[config.mk]
export PLATFORM = sky130hd
export DESIGN_NAME = sdram_arbiter
export DESIGN_NICKNAME = d
export VERILOG_FILES = /design/src/rtl/sdram_arb_pkg.sv /design/src/rtl/sdram_slot_timer.sv /design/src/rtl/sdram_arbiter.sv
export SDC_FILE = /design/constraint.sdc
export NUM_CORES = 1
export LEC_CHECK = 0
export BUFFER_PORTS_ARGS = -buffer_cell sky130_fd_sc_hd__buf_2
export CAP_MARGIN = 10
export CORE_AREA = 2 2 95 106
export DETAILED_ROUTE_END_ITERATION = 10
export DIE_AREA = 0 0 97 108
export PLACE_DENSITY = 0.69
export SYNTH_ARGS = -nofsm -noshare
export SYNTH_HDL_FRONTEND = slang
export SYNTH_SLANG_ARGS = --single-unit
[constraint.sdc]
create_clock -name clk -period 2.23 [get_ports clk]
set_clock_uncertainty 0.05 [all_clocks]
set_input_delay 0.1115 -clock clk [delete_from_list [all_inputs] [get_ports clk]]
set_output_delay 0.1115 -clock clk [all_outputs]
set_load 0.05 [all_outputs]
[src/rtl/sdram_arb_pkg.sv]
// Shared types and widths for the NES SDRAM port arbiter.
package sdram_arb_pkg;
    localparam int unsigned ADDR_W = 25;
    localparam int unsigned DATA_W = 8;

    typedef enum logic [1:0] {REQ_NONE, REQ_PPU, REQ_CPU, REQ_DL} req_sel_t;
    typedef enum logic [1:0] {ST_WAIT, ST_BUSY, ST_ACK} arb_state_t;
endpackage

[src/rtl/sdram_slot_timer.sv]
// Detects the rising edge of clkref (slot start) and counts clk cycles into the current slot.
module sdram_slot_timer #(
    parameter int unsigned CNT_W = 8
) (
    input  logic             clk,
    input  logic             reset,
    input  logic             clkref,
    output logic             slot_start,
    output logic [CNT_W-1:0] slot_cnt
);
    logic             clkref_d;
    logic [CNT_W-1:0] cnt_q;

    assign slot_start = !clkref_d && clkref;
    // The slot-start cycle itself reads as 0, so slot_cnt equals cycles elapsed since slot start.
    assign slot_cnt   = slot_start ? '0 : cnt_q;

    always_ff @(posedge clk) begin
        if (reset) begin
            clkref_d <= 1'b0;
            cnt_q    <= '0;
        end else begin
            clkref_d <= clkref;
            if (slot_start)
                cnt_q <= CNT_W'(1);
            else if (cnt_q != '1)
                cnt_q <= cnt_q + 1'b1;
        end
    end
endmodule

[src/rtl/sdram_arbiter.sv]
// Grants the single SDRAM port to PPU, CPU or downloader once per clkref slot, with
// downloader anti-starvation and forced idle slots for auto-refresh.
module sdram_arbiter
    import sdram_arb_pkg::*;
#(
    parameter int unsigned DATA_CYCLE    = 9,
    parameter int unsigned DL_MAX_WAIT   = 4,
    parameter int unsigned REFRESH_SLOTS = 64
) (
    input  logic              clk,
    input  logic              reset,
    input  logic              clkref,
    input  logic              ppu_req,
    input  logic [ADDR_W-1:0] ppu_addr,
    output logic              ppu_ack,
    output logic [DATA_W-1:0] ppu_dout,
    input  logic              cpu_req,
    input  logic              cpu_we,
    input  logic [ADDR_W-1:0] cpu_addr,
    input  logic [DATA_W-1:0] cpu_din,
    output logic              cpu_ack,
    output logic [DATA_W-1:0] cpu_dout,
    input  logic              dl_req,
    input  logic [ADDR_W-1:0] dl_addr,
    input  logic [DATA_W-1:0] dl_din,
    output logic              dl_ack,
    output logic [ADDR_W-1:0] mem_addr,
    output logic              mem_we,
    output logic [DATA_W-1:0] mem_din,
    output logic              mem_oeA,
    output logic              mem_oeB,
    input  logic [DATA_W-1:0] mem_doutA,
    input  logic [DATA_W-1:0] mem_doutB
);
    localparam int unsigned CNT_W  = 8;
    localparam int unsigned WAIT_W = $clog2(DL_MAX_WAIT + 1);
    localparam int unsigned BUSY_W = $clog2(REFRESH_SLOTS + 1);

    logic              slot_start;
    logic [CNT_W-1:0]  slot_cnt;
    arb_state_t        state, state_next;
    req_sel_t          winner, sel;
    logic              data_done;
    logic [WAIT_W-1:0] dl_wait;
    logic [BUSY_W-1:0] busy_cnt;

    sdram_slot_timer #(.CNT_W(CNT_W)) u_timer (
        .clk        (clk),
        .reset      (reset),
        .clkref     (clkref),
        .slot_start (slot_start),
        .slot_cnt   (slot_cnt)
    );

    always_comb begin
        winner     = REQ_NONE;
        state_next = state;
        if (busy_cnt == BUSY_W'(REFRESH_SLOTS))
            winner = REQ_NONE;
        else if (dl_req && dl_wait == WAIT_W'(DL_MAX_WAIT))
            winner = REQ_DL;
        else if (ppu_req)
            winner = REQ_PPU;
        else if (cpu_req)
            winner = REQ_CPU;
        else if (dl_req)
            winner = REQ_DL;

        // A slot start always wins, so an over-fast clkref drops the in-flight grant unacked.
        if (slot_start) begin
            state_next = (winner != REQ_NONE) ? ST_BUSY : ST_WAIT;
        end else begin
            case (state)
                ST_BUSY: if (slot_cnt == CNT_W'(DATA_CYCLE)) state_next = ST_ACK;
                ST_ACK:  state_next = ST_WAIT;
                default: ;
            endcase
        end
    end

    assign data_done = (state == ST_BUSY) && !slot_start && (slot_cnt == CNT_W'(DATA_CYCLE));

    always_ff @(posedge clk) begin
        if (reset)
            state <= ST_WAIT;
        else
            state <= state_next;
    end

    always_ff @(posedge clk) begin
        if (reset) begin
            sel      <= REQ_NONE;
            mem_addr <= '0;
            mem_we   <= 1'b0;
            mem_din  <= '0;
            mem_oeA  <= 1'b0;
            mem_oeB  <= 1'b0;
            ppu_ack  <= 1'b0;
            cpu_ack  <= 1'b0;
            dl_ack   <= 1'b0;
            ppu_dout <= '0;
            cpu_dout <= '0;
            dl_wait  <= '0;
            busy_cnt <= '0;
        end else begin
            ppu_ack <= 1'b0;
            cpu_ack <= 1'b0;
            dl_ack  <= 1'b0;

            if (slot_start) begin
                sel      <= winner;
                mem_addr <= '0;
                mem_we   <= 1'b0;
                mem_din  <= '0;
                mem_oeA  <= 1'b0;
                mem_oeB  <= 1'b0;
                case (winner)
                    REQ_PPU: begin
                        mem_addr <= ppu_addr;
                        mem_oeB  <= 1'b1;
                    end
                    REQ_CPU: begin
                        mem_addr <= cpu_addr;
                        mem_we   <= cpu_we;
                        mem_oeA  <= !cpu_we;
                        mem_din  <= cpu_we ? cpu_din : '0;
                    end
                    REQ_DL: begin
                        mem_addr <= dl_addr;
                        mem_we   <= 1'b1;
                        mem_din  <= dl_din;
                    end
                    default: ;
                endcase

                busy_cnt <= (winner == REQ_NONE) ? '0 : busy_cnt + 1'b1;

                if (!dl_req || winner == REQ_DL)
                    dl_wait <= '0;
                else if (dl_wait != WAIT_W'(DL_MAX_WAIT))
                    dl_wait <= dl_wait + 1'b1;
            end else if (state == ST_ACK) begin
                sel      <= REQ_NONE;
                mem_addr <= '0;
                mem_we   <= 1'b0;
                mem_din  <= '0;
                mem_oeA  <= 1'b0;
                mem_oeB  <= 1'b0;
            end

            if (data_done) begin
                case (sel)
                    REQ_PPU: begin
                        ppu_ack  <= 1'b1;
                        ppu_dout <= mem_doutB;
                    end
                    REQ_CPU: begin
                        cpu_ack <= 1'b1;
                        if (!mem_we)
                            cpu_dout <= mem_doutA;
                    end
                    REQ_DL:  dl_ack <= 1'b1;
                    default: ;
                endcase
            end
        end
    end
endmodule

Word-level counts from Yosys, hierarchy flattened
Index checks and enable logic that the tools add are counted.
{ "word_totals": {"regBits": 78, "output_inout_bits": 55, "word_cells": 91, "in_bits": 114} }
{ "op_classes": {"mux": 34, "n_eq_ne": 14, "reduce_logical": 21, "bitwise": 2, "add_sub_neg": 3} }
{ "ops": {"columns": ["operator", "n"], "rows": [
  ["case mux 25 bit (3 select lines)", 1],
  ["two-way mux 25 bit", 2],
  ["two-way mux 8 bit", 4],
  ["two-way mux 2 bit", 9],
  ["case mux 8 bit (2 select lines)", 1],
  ["two-way mux 1 bit", 12],
  ["equality test 2 bit, second input constant", 5],
  ["adder 8 x 1 -> 8 bit, second input constant", 1],
  ["equality test 8 x 4 -> 1 bit, second input constant", 1],
  ["!= test 8 bit, second input constant", 1],
  ["nonzero test 2 bit", 4],
  ["adder 7 x 1 -> 7 bit, second input constant", 1],
  ["equality test 7 bit, second input constant", 1],
  ["two-way mux 7 bit", 1],
  ["equality test 2 x 1 -> 1 bit, second input constant", 3],
  ["two-way mux 3 bit", 2],
  ["!= test 3 bit, second input constant", 2],
  ["AND reduction 2 bit", 3],
  ["logical AND 1 bit", 4],
  ["zero test 1 bit", 4],
  ["case mux 2 bit (2 select lines)", 1],
  ["OR reduction 2 bit", 2],
  ["adder 3 x 1 -> 3 bit, second input constant", 1],
  ["equality test 3 bit, second input constant", 1],
  ["6 further kinds", 7]
]} }

Depth between registers and ports, before layout
{ "logic_depth": {"ltp_word": 9, "ltp_mapped": 8, "depth_no_buf": 6} }

Hierarchy
A second synthesis with hierarchy kept.
{ "unflattened": {"cells_unflattened": 429, "area_unflattened_um2": 3823.7} }
{ "modules_own_cells": {"columns": ["mod", "cells_each", "area_per_inst_um2", "seq_area_each_um2", "instances"], "rows": [
  ["sdram_arbiter", 372, 3328.2, 1381.3, 1],
  ["sdram_slot_timer", 57, 495.5, 180.2, 1]
]} }

Worst setup path before layout
Ideal clock, no wire load.
{ "synth_timing": {"path_kind": "register -> register", "from": "reg dl_wait[0]", "to": "reg mem_addr[10]", "period_less_slack_ns": 1.779, "n_path_buf": 1, "required_time_ns": 2.052, "setup_ns": 0.128, "stages_incl_launch_ff": 8, "slack_ns": 0.451, "t_arrival_ns": 1.601, "cell_sequence": "dfxtp_1 > inv_1 > ha_1 > and2_1 > o22ai_2 > buf_2 > mux2i_1 > o21ai_0"} }
{ "synth_via": {"elab_chain_len": 7, "elab_cells_between_ends": 9, "classes_between": "eq/ne: 4; mux: 4; reduce/logical: 1"} }
{ "synth_lines": {"columns": ["item", "line_no", "text"], "rows": [
  ["start: declaration", "sdram_arbiter.sv:44", "logic [WAIT_W-1:0] dl_wait;"],
  ["start signal: assignment", "sdram_arbiter.sv:141", "dl_wait <= dl_wait + 1'b1;"],
  ["equality test 3 bit *", "sdram_arbiter.sv:60", "else if (dl_req && dl_wait == WAIT_W'(DL_MAX_WAIT))"],
  ["logical AND 1 bit *", "sdram_arbiter.sv:60", null],
  ["two-way mux 2 bit *", "sdram_arbiter.sv:60", null],
  ["two-way mux 2 bit *", "sdram_arbiter.sv:58", "if (busy_cnt == BUSY_W'(REFRESH_SLOTS))"],
  ["equality test 2 bit / equality test 2 x 1 -> 1 bit (equally long branches)", "sdram_arbiter.sv:117", "case (winner)"],
  ["case mux 25 bit (3 select lines) *", "sdram_arbiter.sv:117", null],
  ["two-way mux 25 bit *", "sdram_arbiter.sv:110", "if (slot_start) begin"],
  ["end signal: assignment", "sdram_arbiter.sv:119", "mem_addr <= ppu_addr;"],
  ["end signal: assignment", "sdram_arbiter.sv:123", "mem_addr <= cpu_addr;"],
  ["end signal: assignment", "sdram_arbiter.sv:129", "mem_addr <= dl_addr;"],
  ["end: declaration", "sdram_arbiter.sv:27", "output logic [ADDR_W-1:0] mem_addr,"]
]} }
Every way passes the cells marked *; elsewhere a longest branch is shown, timed or not.
A chain may end at the register's enable or synchronous reset.

Worst setup path in the final report
{ "layout_timing": {"from": "reg busy_cnt[0]", "to": "reg mem_addr[18]"} }
{ "layout_via": {"elab_chain_len": 5, "elab_cells_between_ends": 7, "classes_between": "eq/ne: 4; mux: 3"} }
{ "layout_lines": {"columns": ["item", "line_no", "text"], "rows": [
  ["start: declaration", "sdram_arbiter.sv:45", "logic [BUSY_W-1:0] busy_cnt;"],
  ["start signal: assignment", "sdram_arbiter.sv:136", "busy_cnt <= (winner == REQ_NONE) ? '0 : busy_cnt + 1'b1;"],
  ["equality test 7 bit *", "sdram_arbiter.sv:58", null],
  ["two-way mux 2 bit *", "sdram_arbiter.sv:58", null],
  ["equality test 2 bit / equality test 2 x 1 -> 1 bit (equally long branches)", "sdram_arbiter.sv:117", null],
  ["case mux 25 bit (3 select lines) *", "sdram_arbiter.sv:117", null],
  ["two-way mux 25 bit *", "sdram_arbiter.sv:110", null]
]} }
Marks and branches as above.

==> flow_metrics.env <==
export IMPL_status="finished, final reports clean"
export IMPL_startpoint_type="flop"
export IMPL_syn_nets=508
export IMPL_multiInputGateArea_sq_um=1990
export IMPL_wl_mm=12.2
export IMPL_avgSynthCellArea_sq_um=9.49
export IMPL_first_iter_violations=241
export IMPL_vias=4010
export IMPL_synthTopCellsByArea="dfxtp_1 42%, mux2i_1 12%, a32oi_1 5.9%"
export IMPL_cts_inserted_buffers=9
export IMPL_worst_pin_slew_ns=0.514
export IMPL_drc=0
export IMPL_synth_top_cell_by_area="dfxtp_1"
export IMPL_worstPathArrival_ns=2.11
export IMPL_fin_crit_sh_pct=85.6
export IMPL_slew_violations=0
export IMPL_netlist_area_leader_share_pct=42.3
export IMPL_ys_seq_area_share_pct=42.3
export IMPL_first_pass_iters=6
export IMPL_p_leak_nw=2.56
export IMPL_rsz0062_at_grt="no"
export IMPL_setup_viol=0
export IMPL_ios=169
export IMPL_antenna_found_initial=0
export IMPL_area_growth_pct=56.3
export IMPL_reg2reg_from="busy_cnt[0]$_SDFFE_PP0P_"
export IMPL_syn_cell_area_sq_um=3690
export IMPL_start_util_pct=39.7
export IMPL_die_h_um=108
export IMPL_critical_path_startpoint="busy_cnt[0]$_SDFFE_PP0P_"
export IMPL_tns_ns=0
export IMPL_r2r_cells=7
export IMPL_crit_slowest_cell="dfxtp_1"
export IMPL_powerDensity_nw_per_um2=598
export IMPL_via_per_inst=5.27
export IMPL_fmax_mhz=524
export IMPL_met3_usage_pct=6.53
export IMPL_stdcell_area_sq_um=5770
export IMPL_timing_max_cap_violations=0
export IMPL_yosys_warnings=0
export IMPL_cts_root_buffer="clkbuf_8"
export IMPL_synth_seq_cells=78
export IMPL_std_cell_rows=37
export IMPL_max_slew_margin_pct=65.6
export IMPL_antenna_cells=0
export IMPL_cts_htree_levels=3
export IMPL_synth_cell_types=53
export IMPL_core_sq_um=9310
export IMPL_async_flop_share_pct=0
export IMPL_reg2reg_setup_slack_ns=0.32
export IMPL_worstSkewPairLatency_ns=0.35
export IMPL_hold_path_class="in -> reg"
export IMPL_crit_end="mem_addr[18]$_SDFFE_PP0N_"
export IMPL_grt_pass1_vias=4199
export IMPL_use_met1_pct=26.5
export IMPL_path_max_fanout=14
export IMPL_regToRegEndpoint="mem_addr[18]$_SDFFE_PP0N_"
export IMPL_cts_tree="built"
export IMPL_dpl_cell_area_sq_um=4650
export IMPL_min_period_ns=1.91
export IMPL_seq_area_sq_um=1560
export IMPL_cpPeakStageDelay_ns=0.40
export IMPL_port_buffers=168
export IMPL_critPathKind="reg -> reg"
export IMPL_wl_per_cell_um=16.0
export IMPL_grt_busiest_layer="met2"
export IMPL_grt_pass1_wl_mm=19.7
export IMPL_mostFrequentLayoutCells="168 x buf_2, 89 x dlygate4sd3_1, 78 x dfxtp_1"
export IMPL_final_hold_violation_count=0
export IMPL_peakVddDrop_v=0.000337
export IMPL_grt_max_degree=40
export IMPL_report_power_total_mw=3.45
export IMPL_clk_transition_reported_paths_ns=0.08
export IMPL_gp_congestion=0.827
export IMPL_syn_inst=389
export IMPL_crit_path_cell_trace="inv_1 > ha_1 > and2_1 > a21oi_2 > o211ai_2 > buf_4 > o21ai_0"
export IMPL_fill_cells=781
export IMPL_cts_setup_buffers=0
export IMPL_gr_usage_met2_pct=39.8
export IMPL_die_width_um=97
export IMPL_grt_overflow_total=0
export IMPL_clk_path_buf_depth=2
export IMPL_synth_edff_count=0
export IMPL_synthFlopType="dfxtp_1"
export IMPL_die_area_sq_um=10500
export IMPL_hpwl_mm=7.36
export IMPL_drive_gt1_share_pct=32.3
export IMPL_end_kind="flop"
export IMPL_fin_util_pct=62.0
export IMPL_nets=759
export IMPL_final_common_cell="buf_2"
export IMPL_grt_total_usage_pct=23.3
export IMPL_ant_nets=0
export IMPL_cts_sinks=78
export IMPL_required_ns=2.43
-- cell families after synthesis --
group,synth area share [%]
flops,42.3
xor+xnor,0.948
buf+inv,4.30
simple gates,19.7
fa+ha+maj,1.69
mux,11.7
compound gates,19.4
-- worst min-delay path by stage --
| stage | to | depth (start not counted) | from | slack (ns) |
|---|---|---|---|---|
| 2_1_floorplan | u_timer.clkref_d$_SDFF_PP0_ | 1 | clkref | 0.19 |
| 3_3_place_gp | mem_addr[7]$_SDFFE_PP0N_ | 3 | ppu_addr[7] | 0.30 |
| 3_5_place_dp | mem_addr[3]$_SDFFE_PP0N_ | 3 | ppu_addr[3] | 0.31 |
| 4_1_cts | mem_addr[22]$_SDFFE_PP0N_ | 3 | dl_addr[22] | 0.0008 |
| 5_1_grt | mem_din[4]$_SDFFE_PP0N_ | 3 | dl_din[4] | 0.005 |
| 6_report | mem_addr[22]$_SDFFE_PP0N_ | 3 | cpu_addr[22] | 0.003 |
-- report_power, final --
group          internal (mW)  switching [mW]  total (mW)
logic                  0.314           0.374       0.688
registers               1.45          0.0410        1.49
clock network          0.767           0.513        1.28
-- per-stage QoR --
stage / setup WS [ns] / hold WS [ns] / cells
after CTS: 0.352 / 0.000756 / 761
after detailed placement: 0.341 / 0.306 / 657
after global placement: 0.450 / 0.297 / 657
final: 0.322 / 0.00349 / 761
after floorplan: 0.451 / 0.190 / 389
after global routing: 0.194 / 0.00501 / 761
-- layer usage --
metal,up-vias,wire [um]
met5,-,0
met4,0,423
met3,31,1020
met2,195,5820
met1,1857,4920
li1,1927,-
-- flip-flops by register name, summed over array words and instances, names as in the netlist --
| register | count |
|---|---|
| mem_addr | 25 |
| cpu_dout | 8 |
| mem_din | 8 |
| ppu_dout | 8 |
| u_timer.cnt_q | 8 |
| busy_cnt | 7 |
| dl_wait | 3 |
| sel | 2 |
| state | 2 |
| cpu_ack | 1 |
| dl_ack | 1 |
| mem_oeA | 1 |
| mem_oeB | 1 |
| mem_we | 1 |
| ppu_ack | 1 |
| u_timer.clkref_d | 1 |
-- cell type report --
class | count | share of cell area (%)
clock buffer | 11 | 2.45
clock inverter | 4 | 1.65
multi-input combinational | 279 | 34.4
tap | 117 | 2.54
timing repair buffer | 265 | 31.5
sequential | 78 | 27.0
inverter | 7 | 0.455
-- repair_timing --
| action | CTS | global route |
|---|---|---|
| gates resized for setup | 0 | 0 |
| hold endpoints to repair | 48 | 0 |
| hold buffers | 89 | 0 |
-- Yosys cell counts (all sizes together) (2+ instances only) --
library cell and count:
clkbuf 10, nand2 24, nor3 5, buf 15, xor2 4, nand3 17
or2b 6, nor2 12, and2 11, nor4 2, nor2b 4, o21ai 48
a22o 2, nor4b 3, o22ai 2, inv 7, nand4 2, nand3b 2
ha 5, nand2b 21, a21oi 15, and3 3, a32oi 25, a31oi 4
mux2i 43, dfxtp 78, o31ai 2
-- worst max-delay path: cells and delay by family (launching register included) --
family,cells,cell delay [ns]
AOI/OAI and AO/OA,3,0.64
adders and majority gates,1,0.20
buffers and inverters,2,0.33
DFF,1,0.40
and+or+nand+nor,1,0.20
No activity file was read; power rests on OpenSTA's default activity.
